**src/rtl/uart_tx_sched_if.sv**
```systemverilog
// Requester-side valid/ready/data and uart_tx-side load/data/busy/tick bundle
// shared between the scheduler (master) and its environment (slave).
interface uart_tx_sched_if #(
   parameter int NUM_REQ = 4
);
   logic [NUM_REQ-1:0]   req_valid;
   logic [8*NUM_REQ-1:0] req_data;
   logic [NUM_REQ-1:0]   req_ready;
   logic                 tx_load;
   logic [7:0]           tx_data;
   logic                 tx_busy;
   logic                 baud_tick;

   modport master (
      input  req_valid, req_data, tx_busy,
      output req_ready, tx_load, tx_data, baud_tick
   );

   modport slave (
      output req_valid, req_data, tx_busy,
      input  req_ready, tx_load, tx_data, baud_tick
   );
endinterface

```
**src/rtl/uart_tx_sched.sv**
```systemverilog
// Round-robin scheduler sharing one uart_tx among NUM_REQ byte requesters;
// also generates the transmitter's baud tick. All outputs are registered.
module uart_tx_sched #(
   parameter int NUM_REQ       = 4,
   parameter int BAUD_DIV      = 868,
   parameter int GAP_TICKS     = 0,
   parameter int START_TIMEOUT = 8
) (
   input  logic                       clk,
   input  logic                       rst,
   uart_tx_sched_if.master            bus,
   input  logic                       en,
   output logic [$clog2(NUM_REQ)-1:0] grant_id,
   output logic                       active,
   output logic                       err_timeout
);
   localparam int IDW = $clog2(NUM_REQ);
   localparam int BCW = $clog2(BAUD_DIV);
   localparam int TOW = $clog2(START_TIMEOUT + 1);
   localparam logic [BCW-1:0] BAUD_LAST = BCW'(BAUD_DIV - 1);
   localparam logic [BCW-1:0] BAUD_PRE  = BCW'(BAUD_DIV - 2);
   localparam logic [TOW-1:0] TMO_LAST  = TOW'(START_TIMEOUT - 1);
   localparam logic [3:0]     GAP_LAST  = 4'(GAP_TICKS - 1);
   localparam logic [IDW:0]   NUM_W     = (IDW+1)'(NUM_REQ);

   typedef enum logic [2:0] {
      ST_IDLE  = 3'd0,
      ST_LOAD  = 3'd1,
      ST_START = 3'd2,
      ST_DONE  = 3'd3,
      ST_GAP   = 3'd4
   } state_t;

   state_t             state_r, state_s;
   logic [BCW-1:0]     baud_cnt_r;
   logic               baud_tick_r;
   logic [IDW-1:0]     last_r, last_s, grant_r, grant_s, win_s;
   logic [IDW:0]       idx_s;
   logic               found_s;
   logic [NUM_REQ-1:0] ready_r, ready_s;
   logic [7:0]         data_r, data_s;
   logic               load_r, load_s;
   logic               active_r, active_s;
   logic               err_r, err_s;
   logic [TOW-1:0]     tmo_r, tmo_s;
   logic [3:0]         gap_r, gap_s;

   // Free-running baud divider; tick is registered so it lines up with count BAUD_DIV-1.
   always_ff @(posedge clk or posedge rst) begin
      if (rst) begin
         baud_cnt_r  <= {BCW{1'b0}};
         baud_tick_r <= 1'b0;
      end else begin
         if (baud_cnt_r == BAUD_LAST) begin
            baud_cnt_r <= {BCW{1'b0}};
         end else begin
            baud_cnt_r <= baud_cnt_r + BCW'(1);
         end
         baud_tick_r <= (baud_cnt_r == BAUD_PRE);
      end
   end

   // Round-robin search starting one past the last accepted requester.
   always_comb begin
      found_s = 1'b0;
      win_s   = {IDW{1'b0}};
      idx_s   = {(IDW+1){1'b0}};
      for (int k = 1; k <= NUM_REQ; k++) begin
         idx_s = (IDW+1)'(int'(last_r) + k);
         if (idx_s >= NUM_W) begin
            idx_s = idx_s - NUM_W;
         end else begin
            idx_s = idx_s;
         end
         if (!found_s && bus.req_valid[idx_s[IDW-1:0]]) begin
            found_s = 1'b1;
            win_s   = idx_s[IDW-1:0];
         end else begin
            found_s = found_s;
         end
      end
   end

   // Next-state and next-output logic; every output is registered one cycle later.
   always_comb begin
      state_s  = state_r;
      ready_s  = {NUM_REQ{1'b0}};
      load_s   = 1'b0;
      data_s   = data_r;
      grant_s  = grant_r;
      last_s   = last_r;
      active_s = active_r;
      err_s    = 1'b0;
      tmo_s    = tmo_r;
      gap_s    = gap_r;
      case (state_r)
         ST_IDLE: begin
            if (en && found_s) begin
               state_s        = ST_LOAD;
               ready_s[win_s] = 1'b1;
               data_s         = bus.req_data[{win_s, 3'b000} +: 8];
               grant_s        = win_s;
               last_s         = win_s;
               active_s       = 1'b1;
            end else begin
               state_s = ST_IDLE;
            end
         end
         ST_LOAD: begin
            load_s  = 1'b1;
            tmo_s   = {TOW{1'b0}};
            state_s = ST_START;
         end
         ST_START: begin
            if (bus.tx_busy) begin
               state_s = ST_DONE;
            end else if (tmo_r == TMO_LAST) begin
               err_s    = 1'b1;
               active_s = 1'b0;
               state_s  = ST_IDLE;
            end else begin
               tmo_s = tmo_r + TOW'(1);
            end
         end
         ST_DONE: begin
            if (bus.tx_busy) begin
               state_s = ST_DONE;
            end else if (GAP_TICKS > 0) begin
               gap_s   = 4'd0;
               state_s = ST_GAP;
            end else begin
               active_s = 1'b0;
               state_s  = ST_IDLE;
            end
         end
         ST_GAP: begin
            if (!baud_tick_r) begin
               state_s = ST_GAP;
            end else if (gap_r == GAP_LAST) begin
               active_s = 1'b0;
               state_s  = ST_IDLE;
            end else begin
               gap_s = gap_r + 4'd1;
            end
         end
         default: begin
            active_s = 1'b0;
            state_s  = ST_IDLE;
         end
      endcase
   end

   // State and output registers; last_r resets so requester 0 wins first.
   always_ff @(posedge clk or posedge rst) begin
      if (rst) begin
         state_r  <= ST_IDLE;
         ready_r  <= {NUM_REQ{1'b0}};
         load_r   <= 1'b0;
         data_r   <= 8'h00;
         grant_r  <= {IDW{1'b0}};
         last_r   <= IDW'(NUM_REQ - 1);
         active_r <= 1'b0;
         err_r    <= 1'b0;
         tmo_r    <= {TOW{1'b0}};
         gap_r    <= 4'd0;
      end else begin
         state_r  <= state_s;
         ready_r  <= ready_s;
         load_r   <= load_s;
         data_r   <= data_s;
         grant_r  <= grant_s;
         last_r   <= last_s;
         active_r <= active_s;
         err_r    <= err_s;
         tmo_r    <= tmo_s;
         gap_r    <= gap_s;
      end
   end

   assign bus.req_ready = ready_r;
   assign bus.tx_load   = load_r;
   assign bus.tx_data   = data_r;
   assign bus.baud_tick = baud_tick_r;
   assign grant_id      = grant_r;
   assign active        = active_r;
   assign err_timeout   = err_r;
endmodule

```
**src/flat_wrapper.sv**
```systemverilog
// flat-port wrapper written by rule: the top's interface ports become plain ports
module uart_tx_sched_flat 
#(
   parameter int NUM_REQ       = 4,
   parameter int BAUD_DIV      = 868,
   parameter int GAP_TICKS     = 0,
   parameter int START_TIMEOUT = 8
)
  (clk, rst, en, grant_id, active, err_timeout, bus_req_valid, bus_req_data, bus_tx_busy, bus_req_ready, bus_tx_load, bus_tx_data, bus_baud_tick);
  uart_tx_sched_if #(.NUM_REQ(NUM_REQ)) bus_i ();
  input  logic clk;
  input  logic rst;
  input  logic en;
  output logic [$clog2(NUM_REQ)-1:0] grant_id;
  output logic active;
  output logic err_timeout;
  input wire logic [$bits(bus_i.req_valid)-1:0] bus_req_valid;
  input wire logic [$bits(bus_i.req_data)-1:0] bus_req_data;
  input wire logic [$bits(bus_i.tx_busy)-1:0] bus_tx_busy;
  output wire logic [$bits(bus_i.req_ready)-1:0] bus_req_ready;
  output wire logic [$bits(bus_i.tx_load)-1:0] bus_tx_load;
  output wire logic [$bits(bus_i.tx_data)-1:0] bus_tx_data;
  output wire logic [$bits(bus_i.baud_tick)-1:0] bus_baud_tick;
  assign bus_i.req_valid = bus_req_valid;
  assign bus_i.req_data = bus_req_data;
  assign bus_i.tx_busy = bus_tx_busy;
  assign bus_req_ready = bus_i.req_ready;
  assign bus_tx_load = bus_i.tx_load;
  assign bus_tx_data = bus_i.tx_data;
  assign bus_baud_tick = bus_i.baud_tick;
  uart_tx_sched #(.NUM_REQ(NUM_REQ), .BAUD_DIV(BAUD_DIV), .GAP_TICKS(GAP_TICKS), .START_TIMEOUT(START_TIMEOUT)) u_core (.clk(clk), .rst(rst), .bus(bus_i), .en(en), .grant_id(grant_id), .active(active), .err_timeout(err_timeout));
endmodule
```
**config.mk**
```make
export PLATFORM = sky130hd
export DESIGN_NAME = uart_tx_sched_flat
export DESIGN_NICKNAME = d
export VERILOG_FILES = /design/src/rtl/uart_tx_sched_if.sv /design/src/rtl/uart_tx_sched.sv /design/src/flat_wrapper.sv
export SDC_FILE = /design/constraint.sdc
export NUM_CORES = 1
export LEC_CHECK = 0
export ABC_AREA = 1
export BUFFER_PORTS_ARGS = -buffer_cell sky130_fd_sc_hd__buf_2
export CAP_MARGIN = 20
export CORE_AREA = 2 2 71 73
export DETAILED_ROUTE_END_ITERATION = 6
export DIE_AREA = 0 0 73 75
export PLACE_DENSITY_LB_ADDON = 0.15
export SLEW_MARGIN = 20
export SYNTH_ARGS = -nofsm -noshare
export SYNTH_HDL_FRONTEND = slang
export SYNTH_SLANG_ARGS = --single-unit
export TNS_END_PERCENT = 10
```
**constraint.sdc**
```tcl
create_clock -name clk -period 2.1 [get_ports clk]
set_input_delay 0.42 -clock clk [delete_from_list [all_inputs] [get_ports clk]]
set_output_delay 0.42 -clock clk [all_outputs]
set_load 0.1 [all_outputs]
```
==> impl_metrics.toml, run 1 <==
[pwr]
power_frac_seq = 0.226
power_frac_comb = 0.677
peakVddDrop_mv = 1.88
p_switching_mw = 2.92
p_leak_nw = 1.67
power_density_nw_per_um2 = 1720
clkPwrFrac = 0.097
sw_frac_of_total = 0.577
intPower_mw = 2.14

[yosys]
ys_seq_elements = 41
synthTopCellsByCount = "nand2_1 (84), inv_1 (50), dfrtp_1 (39), nand3_1 (29), nor2_1 (21)"
yosys_warnings = 0
ys_types = 34
yosysTopAreaCellShare = 0.391
async_reset_ff_frac = 1.00
synth.area.top_cells = "dfrtp_1 (39%), nand2_1 (13%), inv_1 (7.5%)"
avgSynthCellArea_um2 = 7.70
yosysMostFrequentCell = "nand2_1"
synth_nets = 368
yosysSeqAreaShare = 0.412
netlist_area_um2 = 2490
synth_edf_count = 0
synthCells = 324
yosysTopAreaCell = "dfrtp_1"
ys.flop_type = "dfrtp_1"

[placed_design]
hpwl_mm = 3.87
io_buffers = 57
preCtsSetupSlack_ns = 0.0761
gp_congestion = 0.813

[clock_network]
holdBufCountCts = 0
clkLatencyLatePin_ns = 0.29
ctsRootBufferMaster = "clkbuf_8"
cts_max_level = 2
cts_tree = "built"
cts.reportedPaths.clkPinSlew_ns = 0.08
cts_sinks = 41
cts_buffers = 5
clk_path_buf_depth = 2

[floorplan]
num_io_pins = 58
fp.dieW_um = 73
die-area_um2 = 5480
core-area_um2 = 4660
die_h_um = 75
row_count = 25
start_util = 0.535

[sta]
slew_headroom = 0.667
fmax_ghz = 0.493
hold_violations = 0
finalCritPeriodShare = 0.965
final-setup-viol-count = 0
final.setup.tns_ns = 0
final-max-slew-violation-count = 0
period_needed_ns = 2.03
tightest_slew_ns = 0.499
rsz0062_at_grt = "yes"
worst_slack_ns = 0.0736
skew_ns = 0.00731

[flow_run]
maxCapViolations = 0

[cells_and_area]
ff_latch_area_um2 = 1030
fin_nets = 434
multi_input_area_um2 = 1190
num-fill-cells = 436
syn_to_final_growth_pct = 18.2
diodes = 0
drive_gt1_frac = 0.286

[grt]
grt_max_degree = 42
grt_pass1_wl_mm = 8.82
grt_pass1_vias = 2096
grt-busiest-layer = "met2"
use_met3 = 0.0361
antenna_found_initial = 0
track_usage = 0.204
use_met2 = 0.336
overflow = 0
grtUsageMet1 = 0.274

[worst_setup_path]
arrival_ns = 2.20
path_class = "reg -> reg"
worstSetupStartpoint = "u_core.last_r[0]$_DFFE_PP1P_"
cp_max_fo = 23
max_stage_delay_ns = 0.64
end_kind = "flip-flop"
cp_slowest_cell = "dfstp_2"
setup.worst_path.start_class = "flip-flop"
r2r-start = "u_core.last_r[0]$_DFFE_PP1P_"
required_ns = 2.27
path_delay_family = "simple AND/OR/NAND/NOR gates"
cp_cell_sequence = "buf_6, nand2_1, nand2_2, nand2_2, nand2_4, nand2_2, nand3_2, nand3_4, or2_1, nand3_1, nand3_1"
crit_path_frequent_cell = "nand2_2"
path_buf_inv = 1

[route]
dr.pass1.iters = 4
via_per_inst = 5.04
vias = 2245
drt_iter0_drc = 105
wl_per_cell_um = 11.6
drt-total-wl_mm = 5.16
drc = 0
ant_nets = 0

[hold_path]
min_path_type = "in -> async"

[outcome]
status = "finished clean"
## worst paths after layout
check | endpoint | slack [ns] | depth (start not counted)
max | u_core.bus.tx_data[6]$_DFFE_PP0P_ | 0.07 | 11
min | u_core.gap_r[1]$_DFFE_PP0P_ | 0.24 | 3
max reg2reg | u_core.bus.tx_data[6]$_DFFE_PP0P_ | 0.07 | 11
min reg2reg | u_core.gap_r[3]$_DFFE_PP0P_ | 0.48 | 1
max in group asynchronous | u_core.last_r[1]$_DFFE_PP1P_ | 1.50 | 3
min in group clk | u_core.err_timeout$_DFF_PP0_ | 0.30 | 2
## worst min-delay path, delay by kind of cell
kind	cells	cell delay (ns)
buf+inv	3	0.56
## layout by cell type, fill, tap and decap left out, drive strengths merged
master and n:
inv 57, clkinv 2, nor2 24, mux2 1
clkbuf 6, nor3 9, xor2 4, nand3 33
o21ai 10, dfrtp 39, o221a 1, or2 3
nor3b 4, nor4 1, nand2 102, xnor2 2
a31oi 2, ha 4, buf 66, a21oi 5
o21a 1, nand4 13, dfstp 2
## kinds of logic (layout without fill, tap and decap cells)
group / Yosys count / count (layout) / share of synthesized area
and+or+nand+nor: 189 / 189 / 0.384
DFF: 41 / 41 / 0.412
xor gates and xnor gates: 6 / 6 / 0.0211
AOI/OAI and AO/OA: 19 / 19 / 0.0472
buffers and inverters: 64 / 131 / 0.110
adders and majority gates: 4 / 4 / 0.0201
muxes: 1 / 1 / 0.00452
## state kept, by name, summed over array words and instances, names as in the netlist
| signal | count |
|---|---|
| u_core.bus.tx_load | 1 |
| u_core.bus.req_ready | 4 |
| u_core.bus.baud_tick | 1 |
| u_core.gap_r | 4 |
| u_core.bus.tx_data | 8 |
| u_core.baud_cnt_r | 10 |
| u_core.last_r | 2 |
| u_core.err_timeout | 1 |
| u_core.active | 1 |
| u_core.grant_id | 2 |
| u_core.tmo_r | 4 |
| u_core.state_r | 3 |
## per-stage QoR
step           hold WS, ns  std cells  area [um2]  total power, mW  utilization
3_3_place_gp         0.463        435        2840             4.48        0.610
6_report             0.235        445        2950             5.06        0.632
5_1_grt              0.278        445        2950             5.46        0.632
4_1_cts              0.250        443        2930             5.04        0.628
2_1_floorplan        0.441        324        2490             4.05            -
3_5_place_dp         0.464        435        2840             4.54        0.610
## area by class of cell
type                            count  area share
Clock buffer                        6      0.0246
Clock inverter                      2     0.00340
Sequential cell                    41       0.349
Tap cell                           54      0.0229
Timing Repair Buffer               66       0.121
Inverter                           57      0.0743
Multi-Input combinational cell    219       0.405
## power groups by stage
| stage | combinational [mW] | clock, mW | sequential, mW |
|---|---|---|---|
| 2_1_floorplan | 2.02 | 0 | 2.03 |
| 3_3_place_gp | 3.32 | 0 | 1.16 |
| 3_5_place_dp | 3.38 | 0 | 1.16 |
| 4_1_cts | 3.39 | 0.509 | 1.15 |
| 5_1_grt | 3.75 | 0.541 | 1.17 |
| 6_report | 3.43 | 0.491 | 1.14 |
## layer usage
layer	vias up	share of wire
met3	8	0.042
met1	1037	0.47
met4	0	0.015
li1	1148	-
met2	52	0.47
met5	-	0
## repair_timing
item / 4_1_cts / 5_1_grt
resized for setup: 0 / 2
buffers inserted: 0 / 2
setup endpoints to repair: 0 / 12
Note: power is estimated with default switching activity, not from simulation.
==> run 2: changes to the inputs <==
--- a/config.mk
+++ b/config.mk
@@ -8,9 +8,9 @@
 export ABC_AREA = 1
 export BUFFER_PORTS_ARGS = -buffer_cell sky130_fd_sc_hd__buf_2
 export CAP_MARGIN = 20
-export CORE_AREA = 2 2 71 73
+export CORE_AREA = 2 2 88 90
 export DETAILED_ROUTE_END_ITERATION = 6
-export DIE_AREA = 0 0 73 75
+export DIE_AREA = 0 0 90 92
 export PLACE_DENSITY_LB_ADDON = 0.15
 export SLEW_MARGIN = 20
 export SYNTH_ARGS = -nofsm -noshare
==> impl_metrics.toml, run 2 (synthesized netlist as in run 1, its figures left out) <==
[outcome]
status = "finished clean"

[sta]
slew_headroom = 0.524
final-setup-viol-count = 0
finalCritPeriodShare = 0.931
fmax_ghz = 0.512
final-max-slew-violation-count = 0
tightest_slew_ns = 0.708
rsz0062_at_grt = "yes"
hold_violations = 0
skew_ns = 0.0137
period_needed_ns = 1.95

[floorplan]
fp.dieW_um = 90
num_io_pins = 58
core-area_um2 = 7450
die-area_um2 = 8280
start_util = 0.335
die_h_um = 92
row_count = 32

[route]
drc = 0
drt-total-wl_mm = 5.67
drt_iter0_drc = 104
dr.pass1.iters = 4
via_per_inst = 4.50
vias = 2217
ant_nets = 0
wl_per_cell_um = 11.5

[grt]
overflow = 0
antenna_found_initial = 0
grt_pass1_wl_mm = 9.48
grt_max_degree = 42
grt_pass1_vias = 2062
track_usage = 0.141

[worst_setup_path]
cp_cell_sequence = "buf_4, nand2_1, nand2_2, nand2_2, nand2_4, inv_2, nand3_4, nand3_4, or2_1, nand3_1, nand3_1"
r2r-start = "u_core.last_r[0]$_DFFE_PP1P_"
path_delay_family = "simple AND/OR/NAND/NOR gates"
setup.worst_path.start_class = "flip-flop"
required_ns = 2.29
max_stage_delay_ns = 0.61
end_kind = "flip-flop"
path_buf_inv = 2
path_class = "reg -> reg"
arrival_ns = 2.15
cp_slowest_cell = "dfstp_2"
worstSetupStartpoint = "u_core.last_r[0]$_DFFE_PP1P_"
cp_max_fo = 12

[clock_network]
cts_sinks = 41
cts.reportedPaths.clkPinSlew_ns = 0.09
holdBufCountCts = 0
cts_max_level = 2
clkLatencyLatePin_ns = 0.30
clk_path_buf_depth = 2
ctsRootBufferMaster = "clkbuf_8"
cts_tree = "built"
cts_buffers = 5

[cells_and_area]
fin_nets = 434
diodes = 0
registers.top_by_ff_count = "u_core.baud_cnt_r"
largest_reg_flops = 10
utilization = 0.415
final_cell_mix = "nand2_1 (83), buf_2 (57), inv_1 (50)"
final_area_um2 = 3090
syn_to_final_growth_pct = 24.0
drive_gt1_frac = 0.294
mostFrequentLayoutCell = "nand2_1"

[placed_design]
place_area_um2 = 2890
gp_congestion = 0.756
hpwl_mm = 4.18
io_buffers = 57

[pwr]
p_leak_nw = 1.69
peakVddDrop_mv = 0.959
power_density_nw_per_um2 = 1770

[flow_run]
maxCapViolations = 0

[hold_path]
min_path_type = "in -> async"
==> run 2: cell types whose count changed in the layout (fill, tap and decap cells not counted), sizes merged <==
| cell | previous run | this run |
|---|---|---|
| clkinv | 2 | 0 |
| clkinvlp | 0 | 1 |
| buf | 66 | 65 |
| bufinv | 0 | 1 |
| nand3 | 33 | 34 |
==> run 2: worst paths after layout <==
kind | endpoint | slack (ns) | depth (start not counted)
setup / recovery | u_core.bus.tx_data[2]$_DFFE_PP0P_ | 0.15 | 11
hold / removal | u_core.bus.tx_data[2]$_DFFE_PP0P_ | 0.22 | 3
setup reg to reg | u_core.bus.tx_data[2]$_DFFE_PP0P_ | 0.15 | 11
hold reg to reg | u_core.gap_r[3]$_DFFE_PP0P_ | 0.48 | 1
max in group asynchronous | u_core.last_r[0]$_DFFE_PP1P_ | 1.50 | 3
min in group clk | u_core.err_timeout$_DFF_PP0_ | 0.31 | 2
==> run 2: per-stage QoR <==
stage	worst slack, ns	cells	total power [mW]	setup TNS (ns)	hold slack, ns
final	0.145	493	5.47	0	0.223
after global routing	-0.00555	493	5.89	-0.00716	0.278
after CTS	0.0263	489	5.28	0	0.249
after detailed placement	0.0400	481	4.60	0	0.467
after global placement	0.0643	481	4.56	0	0.461
after floorplan	0.333	324	4.05	0	0.441
==> run 2: what timing repair did <==
item,in CTS,in global routing
endpoints found under the setup margin,0,14
resized for setup,0,11
setup buffers,0,3
==> run 2: worst register-to-register path: cells and delay by family (launching register included) <==
kind | cells | cell delay (ns)
buf+inv | 2 | 0.21
simple gates | 9 | 1.03
flops | 1 | 0.61
==> run 2: layout make-up <==
cell class | instances | area (um2)
inverter | 57 | 219
multi-input combinational | 220 | 1230
clock buffer | 6 | 82.6
fill | 788 | 4360
timing repair buffer | 65 | 365
clock inverter | 2 | 37.5
tap | 102 | 128
sequential | 41 | 1030
==> run 2: where the power goes <==
group	switching [mW]	internal, mW	total, mW
clock network	0.284	0.387	0.671
logic	2.66	1.00	3.67
registers	0.134	0.997	1.13
total	3.08	2.39	5.47
==> run 2: per-layer routing <==
metal  up-vias  wire length (um)  GRT usage
met5         -                 0          0
met4         0                65     0.0462
met3         5               275     0.0255
met2        53              2730      0.239
met1      1003              2600      0.183
li1       1156                 -          -
